### config.mk
export PLATFORM = sky130hd
export DESIGN_NAME = add_fold_acc
export DESIGN_NICKNAME = d
export VERILOG_FILES = /design/src/rtl/add_fold_acc.sv
export SDC_FILE = /design/constraint.sdc
export NUM_CORES = 1
export LEC_CHECK = 0
export BUFFER_PORTS_ARGS = -buffer_cell sky130_fd_sc_hd__buf_2
export CAP_MARGIN = 30
export CORE_ASPECT_RATIO = 1.25
export CORE_MARGIN = 2
export CORE_UTILIZATION = 50
export DETAILED_ROUTE_END_ITERATION = 12
export PLACE_DENSITY = 0.83
export SYNTH_ARGS = -nofsm -noshare
export SYNTH_HDL_FRONTEND = slang
export SYNTH_SLANG_ARGS = --single-unit
### constraint.sdc
create_clock -name clk -period 2.4 [get_ports clk]
set_clock_uncertainty 0.2 [all_clocks]
set_input_delay 0.48 -clock clk [delete_from_list [all_inputs] [get_ports clk]]
set_output_delay 0.48 -clock clk [all_outputs]
set_load 0.02 [all_outputs]
### src/rtl/add_fold_acc.sv
// Fold accumulator behind the adder tree: sums FOLD beats into one result and queues
// completed results in a 2-entry FIFO. in_rdy drives the adder tree enable.
module add_fold_acc #(
  parameter int unsigned SUM_WIDTH = 8,
  parameter int unsigned ACC_WIDTH = 16,
  parameter int unsigned FOLD      = 4,
  parameter bit          SIGNED    = 1'b1
) (
  input  logic                 clk,
  input  logic                 rst,
  input  logic                 in_vld,
  output logic                 in_rdy,
  input  logic [SUM_WIDTH-1:0] in_sum,
  output logic                 out_vld,
  input  logic                 out_rdy,
  output logic [ACC_WIDTH-1:0] out_acc
);

  localparam int unsigned     CntW    = (FOLD > 1) ? $clog2(FOLD) : 1;
  localparam logic [CntW-1:0] CntLast = CntW'(FOLD - 1);

  logic [CntW-1:0]      cnt_q, cnt_d;
  logic [ACC_WIDTH-1:0] acc_q, acc_d;
  logic [ACC_WIDTH-1:0] mem_q [2];
  logic [ACC_WIDTH-1:0] mem_d [2];
  logic                 rd_ptr_q, rd_ptr_d;
  logic                 wr_ptr_q, wr_ptr_d;
  logic [1:0]           occ_q, occ_d;
  logic                 in_rdy_q, in_rdy_d;

  logic [ACC_WIDTH-1:0] ext;
  logic [ACC_WIDTH-1:0] sum;
  logic                 accept;
  logic                 push;
  logic                 pop;

  always_comb begin
    if (SIGNED) begin
      ext = ACC_WIDTH'($signed(in_sum));
    end else begin
      ext = ACC_WIDTH'(in_sum);
    end
    // The first beat of a fold replaces the accumulator instead of adding to it.
    sum    = (cnt_q == '0) ? ext : acc_q + ext;
    accept = in_vld & in_rdy_q;
    push   = accept & (cnt_q == CntLast);
    pop    = (occ_q != 2'd0) & out_rdy;
  end

  always_comb begin
    cnt_d    = cnt_q;
    acc_d    = acc_q;
    mem_d    = mem_q;
    rd_ptr_d = rd_ptr_q;
    wr_ptr_d = wr_ptr_q;
    occ_d    = occ_q;

    if (accept) begin
      cnt_d = (cnt_q == CntLast) ? '0 : cnt_q + 1'b1;
      acc_d = sum;
    end
    if (push) begin
      mem_d[wr_ptr_q] = sum;
      wr_ptr_d        = ~wr_ptr_q;
    end
    if (pop) begin
      rd_ptr_d = ~rd_ptr_q;
    end
    unique case ({push, pop})
      2'b10:   occ_d = occ_q + 2'd1;
      2'b01:   occ_d = occ_q - 2'd1;
      default: occ_d = occ_q;
    endcase
    // Registered ready keeps one free slot for the completing beat already in flight.
    in_rdy_d = (occ_d < 2'd2);
  end

  always_ff @(posedge clk or posedge rst) begin
    if (rst) begin
      cnt_q    <= '0;
      acc_q    <= '0;
      mem_q[0] <= '0;
      mem_q[1] <= '0;
      rd_ptr_q <= 1'b0;
      wr_ptr_q <= 1'b0;
      occ_q    <= 2'd0;
      in_rdy_q <= 1'b0;
    end else begin
      cnt_q    <= cnt_d;
      acc_q    <= acc_d;
      mem_q    <= mem_d;
      rd_ptr_q <= rd_ptr_d;
      wr_ptr_q <= wr_ptr_d;
      occ_q    <= occ_d;
      in_rdy_q <= in_rdy_d;
    end
  end

  assign in_rdy  = in_rdy_q;
  assign out_vld = (occ_q != 2'd0);
  assign out_acc = mem_q[rd_ptr_q];

  assert property (@(posedge clk) disable iff (rst) !(push && (occ_q == 2'd2)));

endmodule

Yosys cells after proc, flatten, opt, wreduce, memory -nomap -nowiden
Index checks and enable logic that the tools add are counted.
{"block": "word_totals", "in_bits": 12, "out_inout_bits": 18, "reg_bits": 55, "word_cells": 38}
{"block": "op_classes", "mux": 9, "order_cmp": 4, "n_eq_ne": 3, "bitwise_logic": 7, "n_addsub": 4, "n_reduce_logical": 3}
{"operator": "$mux 16", "count": 5}
{"operator": "$bwmux 32", "count": 1}
{"operator": "$add 16x16->16", "count": 1}
{"operator": "$demux 16 s1", "count": 1}
{"operator": "$add 2x1->2 const B", "count": 2}
{"operator": "$eq 2x2->1 const B", "count": 2}
{"operator": "$ge 2x2->1 const B", "count": 2}
{"operator": "$not 1->2", "count": 2}
{"operator": "$pmux 2 s2", "count": 1}
{"operator": "$and 1x1->1", "count": 3}
{"operator": "$eq 2x1->1 const B", "count": 1}
{"operator": "$logic_not 2->1", "count": 1}
{"operator": "$lt 2x1->1 const B", "count": 1}
{"operator": "$lt 2x2->1 const B", "count": 1}
{"operator": "$mux 2", "count": 1}
{"operator": "$not 1->1", "count": 2}
{"operator": "$reduce_bool 2->1", "count": 1}
{"operator": "$sub 2x1->2 const B", "count": 1}
{"operator": "$logic_and 1x1->1", "count": 1}

Logic depth before layout (Yosys ltp)
{"block": "logic_depth", "word_depth": 6, "ltp_mapped": 10, "depth_no_buf": 9}

Worst setup path after synthesis
OpenSTA, ideal clock, no wires.
{"block": "synth_path", "path_type": "input-to-reg", "from": "input in_sum[0]", "to": "register mem_q[14] (netlist name)", "arrival_time_ns": 2.328, "path_slack_ns": -0.196, "cell_stages": 9, "setup_ns": 0.069, "n_path_buf": 0, "t_required_ns": 2.131, "path_cell_list": "ha_1 > fa_1 > a21oi_2 > o21ai_2 > a21oi_4 > o21ai_2 > o21a_1 > or3_1 > nand3_1"}
{"block": "synth_via", "elab_chain_cells": 3}
{"element": "start: declaration", "line": "13", "source": "input logic [SUM_WIDTH-1:0] in_sum,"}
{"element": "$add 16x16->16", "line": "44", "source": "sum = (cnt_q == '0) ? ext : acc_q + ext;"}
{"element": "$mux 16", "line": "44"}
{"element": "$bwmux 32", "line": "63", "source": "mem_d[wr_ptr_q] = sum;"}
{"element": "end signal: assignment", "line": "91", "source": "mem_q <= mem_d;"}
{"element": "end: declaration", "line": "24", "source": "logic [ACC_WIDTH-1:0] mem_q [2];"}
Every way passes these cells.
A chain may end at the register's enable or synchronous reset.

Worst setup path in the final report
{"block": "layout_path", "from": "register acc_q[0]", "to": "register mem_q[12] (netlist name)"}
{"block": "layout_via", "elab_chain_cells": 3}
{"element": "start: declaration", "line": "23", "source": "logic [ACC_WIDTH-1:0] acc_q, acc_d;"}
{"element": "start signal: assignment", "line": "81", "source": "acc_q <= '0;"}
{"element": "start signal: assignment", "line": "90", "source": "acc_q <= acc_d;"}
{"element": "$add 16x16->16", "line": "44"}
{"element": "$mux 16", "line": "44"}
{"element": "$bwmux 32", "line": "63"}
Every way passes these cells.

==> impl_results.rst <==
.. list-table::
   :header-rows: 1

   * - Metric
     - Value
   * - Post-Synth Simple-Gate Area
     - between 15 and 20%
   * - Crit Reg-Reg Endpoint
     - mem_q[12]$_DFFE_PP0P_
   * - Hold Startpoint
     - mem_q[9]$_DFFE_PP0P_
   * - Area of the core region
     - 6480 um^2
   * - Run status
     - finished, violations left
   * - Post-route design area
     - 4030 um^2
   * - Remaining antenna violation count
     - 0
   * - Bufs on Longest Clock Path
     - 2
   * - Sum Neg Setup Slack
     - -0.0255 ns
   * - First-pass GRT wire length
     - roughly 13000 um
   * - Biggest area contributors in the synthesized netlist
     - dfrtp_1 42%, ha_1 6.8%, nand2_1 6.8%, o21ai_0 6.2%, mux2_2 5.8%
   * - Combined area of all synthesized cells
     - around 3300 um^2
   * - Number of antenna violations at the first check in global routing
     - 0
   * - Insertion delay of the later-clocked pin in the worst-skew pair
     - 0.32 ns
   * - Top cell type's share of synthesized area
     - 41.8%
   * - Synthesized-area fraction occupied by ao, oa, aoi and oai cells
     - about 19%
   * - Type of the setup path with the least slack
     - flop to flop
   * - Count of routing violations after the opening detailed-route iteration
     - 133
   * - Placer Congestion
     - 0.879
   * - Fin worst setup slack
     - -0.0194 ns
   * - Remaining global-route overflow
     - 0
   * - Mux share of post-synthesis cell area
     - under 10%
   * - Adder-cell area share of the yosys netlist
     - 7.46%
   * - Inst Count DP
     - 495
   * - Final wirelength
     - 7710 um
   * - Fill cell total of the finished layout
     - 540
   * - Classification of the worst-slack hold path
     - flop to flop
   * - Combinational family with the most area after synthesis
     - compound AO/OA/AOI/OAI gates
   * - Final setup violation count
     - 3
   * - Flops & latches, synth
     - 55
   * - Number of ports placed on the die boundary
     - 30
   * - Full die area
     - 7250 um^2
   * - Post-synth EDFFs
     - 0
   * - Number of detailed-routing iterations run before antenna repair
     - 4
   * - Arrival time of the worst setup path
     - 2.47 ns
   * - Final clock period utilization by the worst path
     - 101%
   * - Setup crit end kind
     - flop
   * - Library cell appearing most often on the critical path
     - a21oi_4
   * - Final number of max-transition violations
     - 0
   * - Diodes inserted
     - 0
   * - XOR/XNOR Fraction of Synth Area
     - 3.73%
   * - Worst Path Buf+Inv
     - 0
   * - Levels on crit path
     - 9
   * - Clock tree root buffer cell
     - clkbuf_8
   * - FMAX
     - ~410 MHz
   * - # Max-Cap Violations
     - 0
   * - Final critical delay including setup and external delays
     - 2.42 ns
   * - Die Span Y
     - 94.7 um
   * - CP Launch Type
     - flop
   * - Largest net degree at the start of global routing
     - 27
   * - Average wire per cell in the routed design
     - 15.2 um
   * - Number of non-filler instances in the completed layout
     - 508
   * - End of the critical path
     - mem_q[12]$_DFFE_PP0P_
   * - Count of standard-cell rows
     - 33
   * - Cells after synthesis
     - 360
   * - Transition time at the pin with the least slew margin
     - between 0.4 and 0.5 ns
   * - Avg Vias per Cell
     - 5.55
   * - Slack of the worst reg-to-reg path
     - -0.02 ns
   * - Die width
     - 76.5 um
   * - CTS clock-pin slew for the worst setup and hold paths
     - 0.10 ns
   * - CTS tree
     - done
   * - CP Max Fanout
     - 5
   * - Crit path max-delay cell type
     - dfrtp_1
   * - Share of final-layout standard cells stronger than drive strength 1
     - 30.4%
   * - Number of hold-slack violations in the final timing report
     - 0
   * - Unrepaired setup endpoints after global routing
     - true
   * - Portion of the post-synthesis area used by sequential elements
     - 41.8%
   * - Leading cell type by number of instances after synthesis
     - nand2_1
   * - Area after detailed placement
     - 3770 um^2
   * - Core Util, Final
     - 62.2%
   * - Yosys warns
     - 0
   * - Cell area power density
     - around 1500 nW/um^2
   * - Slowest cell delay on critical path
     - around 0.42 ns
   * - Post-synthesis cell type with the largest combined area
     - dfrtp_1
   * - Number of port buffers
     - 29
   * - Starting Density
     - between 50 and 60%
   * - Mean cell area of the mapped netlist
     - 9.14 um^2
   * - Overall routing resource usage
     - 22.1%
   * - Static power due to leakage
     - about 0.0019 uW
   * - Dominant delay contributor by cell family on the critical path
     - adder cells
   * - Worst setup slack before clock tree synthesis
     - -0.260 ns
   * - Number of global-route vias before repair
     - approximately 2800
   * - Share of flip-flops with an asynchronous set or reset after synthesis
     - 100%
   * - Cts bufs inserted
     - 5
   * - Data required time of the worst path
     - 2.45 ns
   * - Via count
     - 2817
   * - Launching element of the worst setup path
     - acc_q[0]$_DFFE_PP0P_
   * - Cells traversed along the worst timing path
     - ha_4 > fa_2 > a21oi_4 > o21ai_2 > a21oi_4 > nor3_2 > or2_0 > mux2_4 > a31oi_2
   * - Detailed-route DRC error count
     - 0
   * - Sink Count
     - 55
   * - Synthesized netlist net count
     - 391
   * - Worst reg2reg path startpoint
     - acc_q[0]$_DFFE_PP0P_
   * - Layout Area Growth over Synthesis
     - 22.6%
   * - Nets
     - 451
   * - Normalized max-slew margin
     - slightly below 70%
   * - Main synth FF type
     - dfrtp_1
   * - Peak VDD IR
     - between 0.0006 and 0.0007 V
   * - Number of unique standard cell types used by synthesis
     - slightly below 50
   * - Failing checks
     - negative setup slack
   * - Logic depth of the worst register-to-register path
     - 9
   * - H-tree Lvls
     - 2
   * - Top cell types by occurrence after synthesis
     - 60 x nand2_1, 55 x dfrtp_1, 41 x o21ai_0
   * - Placed wire-length estimate
     - 5580 um
[sequential cells by signal (all words and copies together) (netlist names)]
name / count
occ_q: 2
in_rdy: 1
cnt_q: 2
wr_ptr_q: 1
rd_ptr_q: 1
acc_q: 16
mem_q: 32
[per-stage QoR]
| step | total power (uW) | hold WS (ns) |
|---|---|---|
| after floorplan | 3970 | 0.244 |
| after global placement | 4890 | 0.256 |
| after detailed placement | 5040 | 0.265 |
| after CTS | 5770 | 0.287 |
| after global routing | 6450 | 0.317 |
| final | 5980 | 0.285 |
[logic make-up after synthesis]
logic type,Yosys count
mux,22
compound gates,103
buf+inv,31
simple gates,116
flops,55
fa+ha+maj,19
xor+xnor,14
[where the power goes]
group | total, uW | internal (uW) | switching (uW)
combinational | 3670 | 1650 | 2020
clock | 663 | 344 | 319
sequential | 1650 | 1360 | 286
total | 5980 | 3350 | 2630
[per-layer routing]
| metal | up-vias | share of wire, % | track usage [%] |
|---|---|---|---|
| li1 | 1383 | - | - |
| met1 | 1372 | 41 | 26.3 |
| met2 | 53 | 54 | 42.0 |
| met3 | 9 | 3.2 | 2.49 |
| met4 | 0 | 1.3 | 6.52 |
| met5 | - | 0 | 0 |
[cells in the final DEF, fill, tap and decap left out, types with 4 or more instances in the layout]
cell / netlist / final
mux2_2: 17 / 16
a21o_1: 5 / 5
nand4_1: 6 / 6
dfrtp_1: 55 / 55
o21ai_1: 12 / 16
nand2_1: 60 / 60
a21oi_1: 15 / 14
clkbuf_8: 0 / 6
nor3_2: 2 / 4
mux2i_1: 5 / 5
nor2_1: 14 / 14
xnor2_1: 7 / 7
inv_1: 10 / 9
o21ai_0: 41 / 35
or3_1: 4 / 4
buf_4: 0 / 43
buf_2: 3 / 29
nand3_1: 7 / 7
xor2_1: 7 / 6
ha_1: 18 / 15
o21ai_2: 2 / 4
[worst min path at each step]
stage / slack, ns / end / depth (start not counted)
2_1_floorplan: 0.24 / mem_q[0]$_DFFE_PP0P_ / 2
3_3_place_gp: 0.26 / mem_q[5]$_DFFE_PP0P_ / 2
3_5_place_dp: 0.26 / mem_q[9]$_DFFE_PP0P_ / 2
4_1_cts: 0.29 / mem_q[9]$_DFFE_PP0P_ / 2
5_1_grt: 0.32 / mem_q[22]$_DFFE_PP0P_ / 2
6_report: 0.29 / mem_q[9]$_DFFE_PP0P_ / 2
[layout make-up]
class | instances | area (um^2) | share of cell area (%)
Multi-Input combinational cell | 274 | 1900 | 47.1
Sequential cell | 55 | 1380 | 34.1
Timing Repair Buffer | 74 | 489 | 12.1
Tap cell | 87 | 109 | 2.70
Clock buffer | 6 | 82.6 | 2.05
Clock inverter | 2 | 38.8 | 0.962
Inverter | 10 | 37.5 | 0.931
[worst register-to-register path, delay by kind of cell, from the launching register on]
family / cells / cell delay, ns
compound gates: 4 / 0.57
flops: 1 / 0.42
simple gates: 2 / 0.29
fa+ha+maj: 2 / 0.60
mux: 1 / 0.28
[repair_timing]
item,4_1_cts,5_1_grt
pin swaps,9,13
hold endpoints to repair,22,0
hold buffers,1,0
endpoints found under the setup margin,9,28
gates resized for setup,3,19
setup buffers,2,2
(Power assumes the default switching activity.)
